### src/rtl/pixel_dot_engine.sv
// Scans a 28x28 image through pic_ram and the weight ROM and accumulates
// pixel*weight into one signed neuron score with a one-cycle done pulse.
module pixel_dot_engine #(
    parameter int N_PIX  = 784,
    parameter int ADDR_W = 10,
    parameter int PIX_W  = 8,
    parameter int WGT_W  = 8,
    parameter int ACC_W  = 26
) (
    input  logic              clk,
    input  logic              rst,
    input  logic              start,
    output logic [ADDR_W-1:0] addr,
    input  logic [PIX_W-1:0]  pix_data,
    input  logic [WGT_W-1:0]  wgt_data,
    output logic              busy,
    output logic              done,
    output logic [ACC_W-1:0]  result
);

    localparam int                PROD_W   = PIX_W + WGT_W + 1;
    localparam logic [ADDR_W-1:0] LAST_ADDR = ADDR_W'(N_PIX - 1);

    typedef enum logic [1:0] {
        IDLE,
        RUN,
        DRAIN,
        FIN
    } state_t;

    state_t                    state_q, state_d;
    logic [ADDR_W-1:0]         addr_q, addr_d;
    logic                      busy_q, busy_d;
    logic                      done_q, done_d;
    logic [ACC_W-1:0]          result_q, result_d;
    logic signed [ACC_W-1:0]   acc_q, acc_d;

    logic                      rdVld_q;
    logic                      dataVld_q;
    logic                      prodVld_q;
    logic [PIX_W-1:0]          pix_q;
    logic signed [WGT_W-1:0]   wgt_q;
    logic signed [PROD_W-1:0]  prod_q;

    logic                      issueVld;
    logic                      clearAcc;
    logic signed [PROD_W-1:0]  prodFull;
    logic signed [ACC_W-1:0]   prodExt;

    assign issueVld = (state_q == RUN);
    assign prodFull = $signed({1'b0, pix_q}) * wgt_q;
    assign prodExt  = {{(ACC_W-PROD_W){prod_q[PROD_W-1]}}, prod_q};

    // FIN is entered on the edge that performs the final accumulate, so the
    // score, done pulse and busy release are all registered on the edge leaving it.
    always_comb begin
        state_d  = state_q;
        addr_d   = addr_q;
        busy_d   = busy_q;
        done_d   = 1'b0;
        result_d = result_q;
        clearAcc = 1'b0;
        case (state_q)
            IDLE: begin
                addr_d = '0;
                if (start) begin
                    state_d  = RUN;
                    busy_d   = 1'b1;
                    clearAcc = 1'b1;
                end
            end
            RUN: begin
                if (addr_q == LAST_ADDR) begin
                    state_d = DRAIN;
                end else begin
                    addr_d = addr_q + ADDR_W'(1);
                end
            end
            DRAIN: begin
                if (prodVld_q && !dataVld_q && !rdVld_q) begin
                    state_d = FIN;
                end
            end
            FIN: begin
                result_d = acc_q;
                done_d   = 1'b1;
                busy_d   = 1'b0;
                addr_d   = '0;
                state_d  = IDLE;
            end
            default: begin
                state_d = IDLE;
                addr_d  = '0;
                busy_d  = 1'b0;
            end
        endcase
    end

    always_comb begin
        acc_d = acc_q;
        if (clearAcc) begin
            acc_d = '0;
        end else if (prodVld_q) begin
            acc_d = acc_q + prodExt;
        end
    end

    always_ff @(posedge clk) begin
        if (rst) begin
            state_q  <= IDLE;
            addr_q   <= '0;
            busy_q   <= 1'b0;
            done_q   <= 1'b0;
            result_q <= '0;
            acc_q    <= '0;
        end else begin
            state_q  <= state_d;
            addr_q   <= addr_d;
            busy_q   <= busy_d;
            done_q   <= done_d;
            result_q <= result_d;
            acc_q    <= acc_d;
        end
    end

    // Valid bits travel alongside the data so alignment never depends on addr.
    always_ff @(posedge clk) begin
        if (rst) begin
            rdVld_q   <= 1'b0;
            dataVld_q <= 1'b0;
            prodVld_q <= 1'b0;
            pix_q     <= '0;
            wgt_q     <= '0;
            prod_q    <= '0;
        end else begin
            rdVld_q   <= issueVld;
            dataVld_q <= rdVld_q;
            prodVld_q <= dataVld_q;
            pix_q     <= pix_data;
            wgt_q     <= $signed(wgt_data);
            prod_q    <= prodFull;
        end
    end

    assign addr   = addr_q;
    assign busy   = busy_q;
    assign done   = done_q;
    assign result = result_q;

endmodule
### config.mk
export PLATFORM = sky130hd
export DESIGN_NAME = pixel_dot_engine
export DESIGN_NICKNAME = d
export VERILOG_FILES = /design/src/rtl/pixel_dot_engine.sv
export SDC_FILE = /design/constraint.sdc
export NUM_CORES = 1
export LEC_CHECK = 0
export CORE_MARGIN = 5
export CORE_UTILIZATION = 40
export CTS_BUF_LIST = sky130_fd_sc_hd__clkbuf_4 sky130_fd_sc_hd__clkbuf_8
export DETAILED_ROUTE_END_ITERATION = 10
export DONT_BUFFER_PORTS = 1
export PLACE_DENSITY = 0.52
export SLEW_MARGIN = 20
export SYNTH_ARGS = -nofsm -noshare
export SYNTH_HDL_FRONTEND = slang
export SYNTH_SLANG_ARGS = --single-unit
### constraint.sdc
create_clock -name clk -period 6.35 [get_ports clk]
set_input_delay 0.635 -clock clk [delete_from_list [all_inputs] [get_ports clk]]
set_output_delay 0.635 -clock clk [all_outputs]
set_load 0.01 [all_outputs]
# After elaboration in Yosys (flattened, before gate mapping)
# Cells that the tools add are included.
classes:
  add_sub_neg: 2
  multipliers: 1
  n_eq_ne: 8
  n_mux: 11
  n_reduce_logical: 12
op_table:
  columns: ["cell", "count"]
  rows:
  - ["26-bit by 17-bit adder with 26-bit output", 1]
  - ["10-bit case mux with 2 select lines", 1]
  - ["9-bit by 8-bit multiplier with 17-bit output", 1]
  - ["10-bit by 1-bit adder with 10-bit output (second input constant)", 1]
  - ["10-bit == test (second input constant)", 1]
  - ["10-bit two-way mux", 1]
  - ["2-bit case mux with 4 select lines", 1]
  - ["2-bit two-way mux", 3]
  - ["2-bit != test (second input constant)", 3]
  - ["2-bit == test (second input constant)", 2]
  - ["1-bit two-way mux", 4]
  - ["2-bit AND reduction", 2]
  - ["2-bit nonzero test", 2]
  - ["2-bit OR reduction", 2]
  - ["3-bit AND reduction", 1]
  - ["2-bit by 1-bit == test with 1-bit output (second input constant)", 1]
  - ["1-bit logical AND", 2]
  - ["1-bit zero test", 2]
  - ["2-bit zero test", 1]
  - ["2-bit by 1-bit != test with 1-bit output (second input constant)", 1]
  - ["1-bit case mux with 2 select lines", 1]
word_totals:
  ff_bits: 102
  in_bits: 19
  output_inout_bits: 38
  wordCells: 46

# Depth between registers and ports, before layout
logic_depth:
  ltp_word: 5
  depth_mapped: 19
  mapped_depth_nobuf: 19

# Least setup slack after synthesis
# No wires, ideal clock.
synth_timing:
  path_type: "reg-to-reg"
  start: "register pix_q[0]"
  end: "register prod_q[16]"
  setup_ns: 0.128
  arrival_ns: 4.029
  setup_slack_ns: 2.193
  stages_incl_launch_ff: 16
  path_buffers: 0
  synth_period_minus_slack_ns: 4.157
  cell_sequence: "dfxtp_1 > nand2b_1 > fa_1 > fa_1 > inv_1 > fa_1 > inv_1 > fa_1 > inv_1 > ha_1 > o21ai_1 > a21oi_1 > o41ai_1 > o221ai_1 > xnor2_1 > nor2_1"
synth_via:
  elab_chain_cells: 1
synth_lines:
  columns: ["item", "line_no", "rtl"]
  rows:
  - ["start: declaration", "41", "logic [PIX_W-1:0] pix_q;"]
  - ["start signal: assignment", "139", "pix_q <= pix_data;"]
  - ["9-bit by 8-bit multiplier with 17-bit output", "51", "assign prodFull = $signed({1'b0, pix_q}) * wgt_q;"]
  - ["end signal: assignment", "141", "prod_q <= prodFull;"]
  - ["end: declaration", "43", "logic signed [PROD_W-1:0] prod_q;"]
# No other way between the ends.
# A chain may end at the register's enable or synchronous reset.

# Final worst setup path
layout_timing:
  start: "register wgt_q[6]"
  end: "register prod_q[16]"
layout_via:
  elab_chain_cells: 1
layout_lines:
  columns: ["item", "line_no", "rtl"]
  rows:
  - ["start: declaration", "42", "logic signed [WGT_W-1:0] wgt_q;"]
  - ["start signal: assignment", "140", "wgt_q <= $signed(wgt_data);"]
  - ["9-bit by 8-bit multiplier with 17-bit output", "51", null]
# No other way between the ends.

==> qor.yml <==
yosys.area_share.simple_pct: 19.5
syn_inst: 793
clock_skew_ns: 0.0186
cts.htree.levels: 3
startpoint: "wgt_q[6]"
r2r_start: "wgt_q[6]"
vias: 5221
multiInputGateArea_um2: 4580
drt_pass1_iterations: 4
postPlaceCellArea_um2: 7180
num-nets-final: 911
nFillCells: 1669
grt_antenna_before_repair: 0
yosysUniqueCellTypes: 60
finalMaxSlewViolations: 0
fp.dieW_um: 142
cts_setup_buffers: 0
core_area_um2: 17200
worst_pin_slew_ns: 0.909
setup_tns_ns: 0
grt_pass1_vias: 5399
rows: 48
worstPathCellList: "nand2_1, fa_1, fa_1, inv_1, fa_1, inv_1, fa_1, inv_1, ha_1, o21ai_1, a21oi_1, o41ai_1, o221ai_1, xnor2_1, nor2_1"
io_buffers: 0
finalHoldViolations: 0
cts_hold_buf: 0
ant_nets: 0
synthAdderAreaFrac_pct: 23.9
fin_util_pct: 43.1
slew_headroom_pct: 39.2
globalRouteTotalUtil_pct: 16.0
cpMaxStageDelayCell: "o41ai_1"
worstPathMaxFanout: 8
synth_ff_type: "dfxtp_1"
drt_iter0_drc: 181
n_antenna_cell: 0
grt_max_degree: 71
crit_family: "adder cells"
hold_class: "in -> reg"
grt_pass1_wl_um: 26200
synthMuxAreaShare_pct: 5.45
required_ns: 6.64
period_minus_slack_ns: 4.56
synth_compound_area_share_pct: 12.9
yosysSeqAreaShare_pct: 29.2
synth_edf_count: 0
seq_area_um2: 2040
synthArstFlopShare_pct: 0
place_congestion: 0.907
worst_setup_path_end_kind: "flip-flop"
initial_utilization_pct: 40.6
synth_top_family_by_area: "adder cells"
timing.final.crit_share_pct: 71.8
fmax_mhz: 219
setup_viol: 0
rsz0062_at_grt: "no"
postSynthAreaPerCell_um2: 8.83
post_cts_resized: 0
syn_area_um2: 7000
syn-num-nets: 923
layout_common_cells: "dfxtp_1 (102), nor2_1 (89), inv_1 (74)"
crit_buf_inv: 3
ys_ff_latch: 102
area_delta_synth_final_pct: 5.97
pin_count: 57
hp-start: "rst"
p_leak_nw: 3.20
dp_hpwl_um: 12200
cts_tree: "built"
routedWlPerCell_um: 15.2
clk_path_buf_depth: 2
worstPathArrival_ns: 4.85
whs_ns: 0.312
cts_root_buf: "clkbuf_8"
clk_latency_ns: 0.39
crit_path_start_kind: "flip-flop"
synth_xor_area_share_pct: 3.63
final_cell_area_um2: 7420
path_clk_slew_ns: 0.10
final_common_cell: "dfxtp_1"
ys_warn_count: 0
critical_path_class: "reg -> reg"
ir_drop_mv: 0.104
status: "completed"
cp_common_cell: "fa_1"
cap_violations: 0
vias_per_cell: 5.16
grt-ovfl-total: 0
drt_wl_total_um: 15400
powerDensity_nw_per_um2: 205
die-area_um2: 20300
critPathMaxStageDelay_ns: 0.55
remaining_drc_errors: 0
cts_made_buffers: 9
cts_num_sinks: 102
drive_gt1_share_pct: 3.05
die_y_um: 142
[worst paths after layout]
path,depth (start not counted),slack [ns],endpoint
worst max-delay path,15,1.79,prod_q[16]
worst min-delay path,1,0.31,busy
worst max register to register,15,1.79,prod_q[16]
worst min register to register,1,0.46,dataVld_q
[cell type report]
| cell class | count | share of cell area, % |
|---|---|---|
| inverter | 74 | 3.74 |
| clock inverter | 5 | 1.18 |
| multi-input combinational | 594 | 61.7 |
| clock buffer | 11 | 2.04 |
| tap | 225 | 3.79 |
| sequential | 102 | 27.5 |
[cell usage after synthesis, drive strengths merged, types with 17 or more instances]
cell    number  area, um^2
o21ai       26         134
ha          73         913
clkbuf      17        63.8
mux2i       37         370
nand2       56         213
nor2b       30         188
fa          38         761
dfxtp      102        2040
inv         74         278
a21oi       49         253
nor2        89         334
and2        42         263
[report_power, final]
group	switching, mW	total, mW	internal, mW	leakage [nW]
Sequential	0.0334	0.705	0.672	0.830
Combinational	0.199	0.331	0.132	2.26
Clock	0.237	0.485	0.248	0.118
[logic make-up (layout without fill, tap and decap cells)]
family / after synthesis / in the layout
flip-flops: 102 / 102
multiplexers: 38 / 38
AO/OA/AOI/OAI: 138 / 138
AND/OR/NAND/NOR: 278 / 278
XOR/XNOR: 29 / 29
buffers and inverters: 97 / 90
adder cells (fa/ha/maj): 111 / 111
[state kept, by name, summed over array words and instances (netlist names), 2 cells and up]
signal	cells
pix_q	8
acc_q	26
state_q	2
addr	10
prod_q	17
result	26
wgt_q	8
[through the flow]
step / setup WS [ns] / power, mW / instances
after floorplan: 2.19 / 0.987 / 793
after global placement: 1.89 / 1.05 / 995
after detailed placement: 1.76 / 1.05 / 995
after CTS: 1.75 / 1.55 / 1011
after global routing: 1.41 / 1.62 / 1011
final: 1.79 / 1.52 / 1011
[layer usage]
layer	global-route usage [%]	vias up	part of all wire, %
li1	-	2653	-
met1	19.2	2443	45
met2	28.2	98	49
met3	2.96	27	3.2
met4	6.25	0	2.7
met5	0	-	0
(Power assumes the default switching activity.)
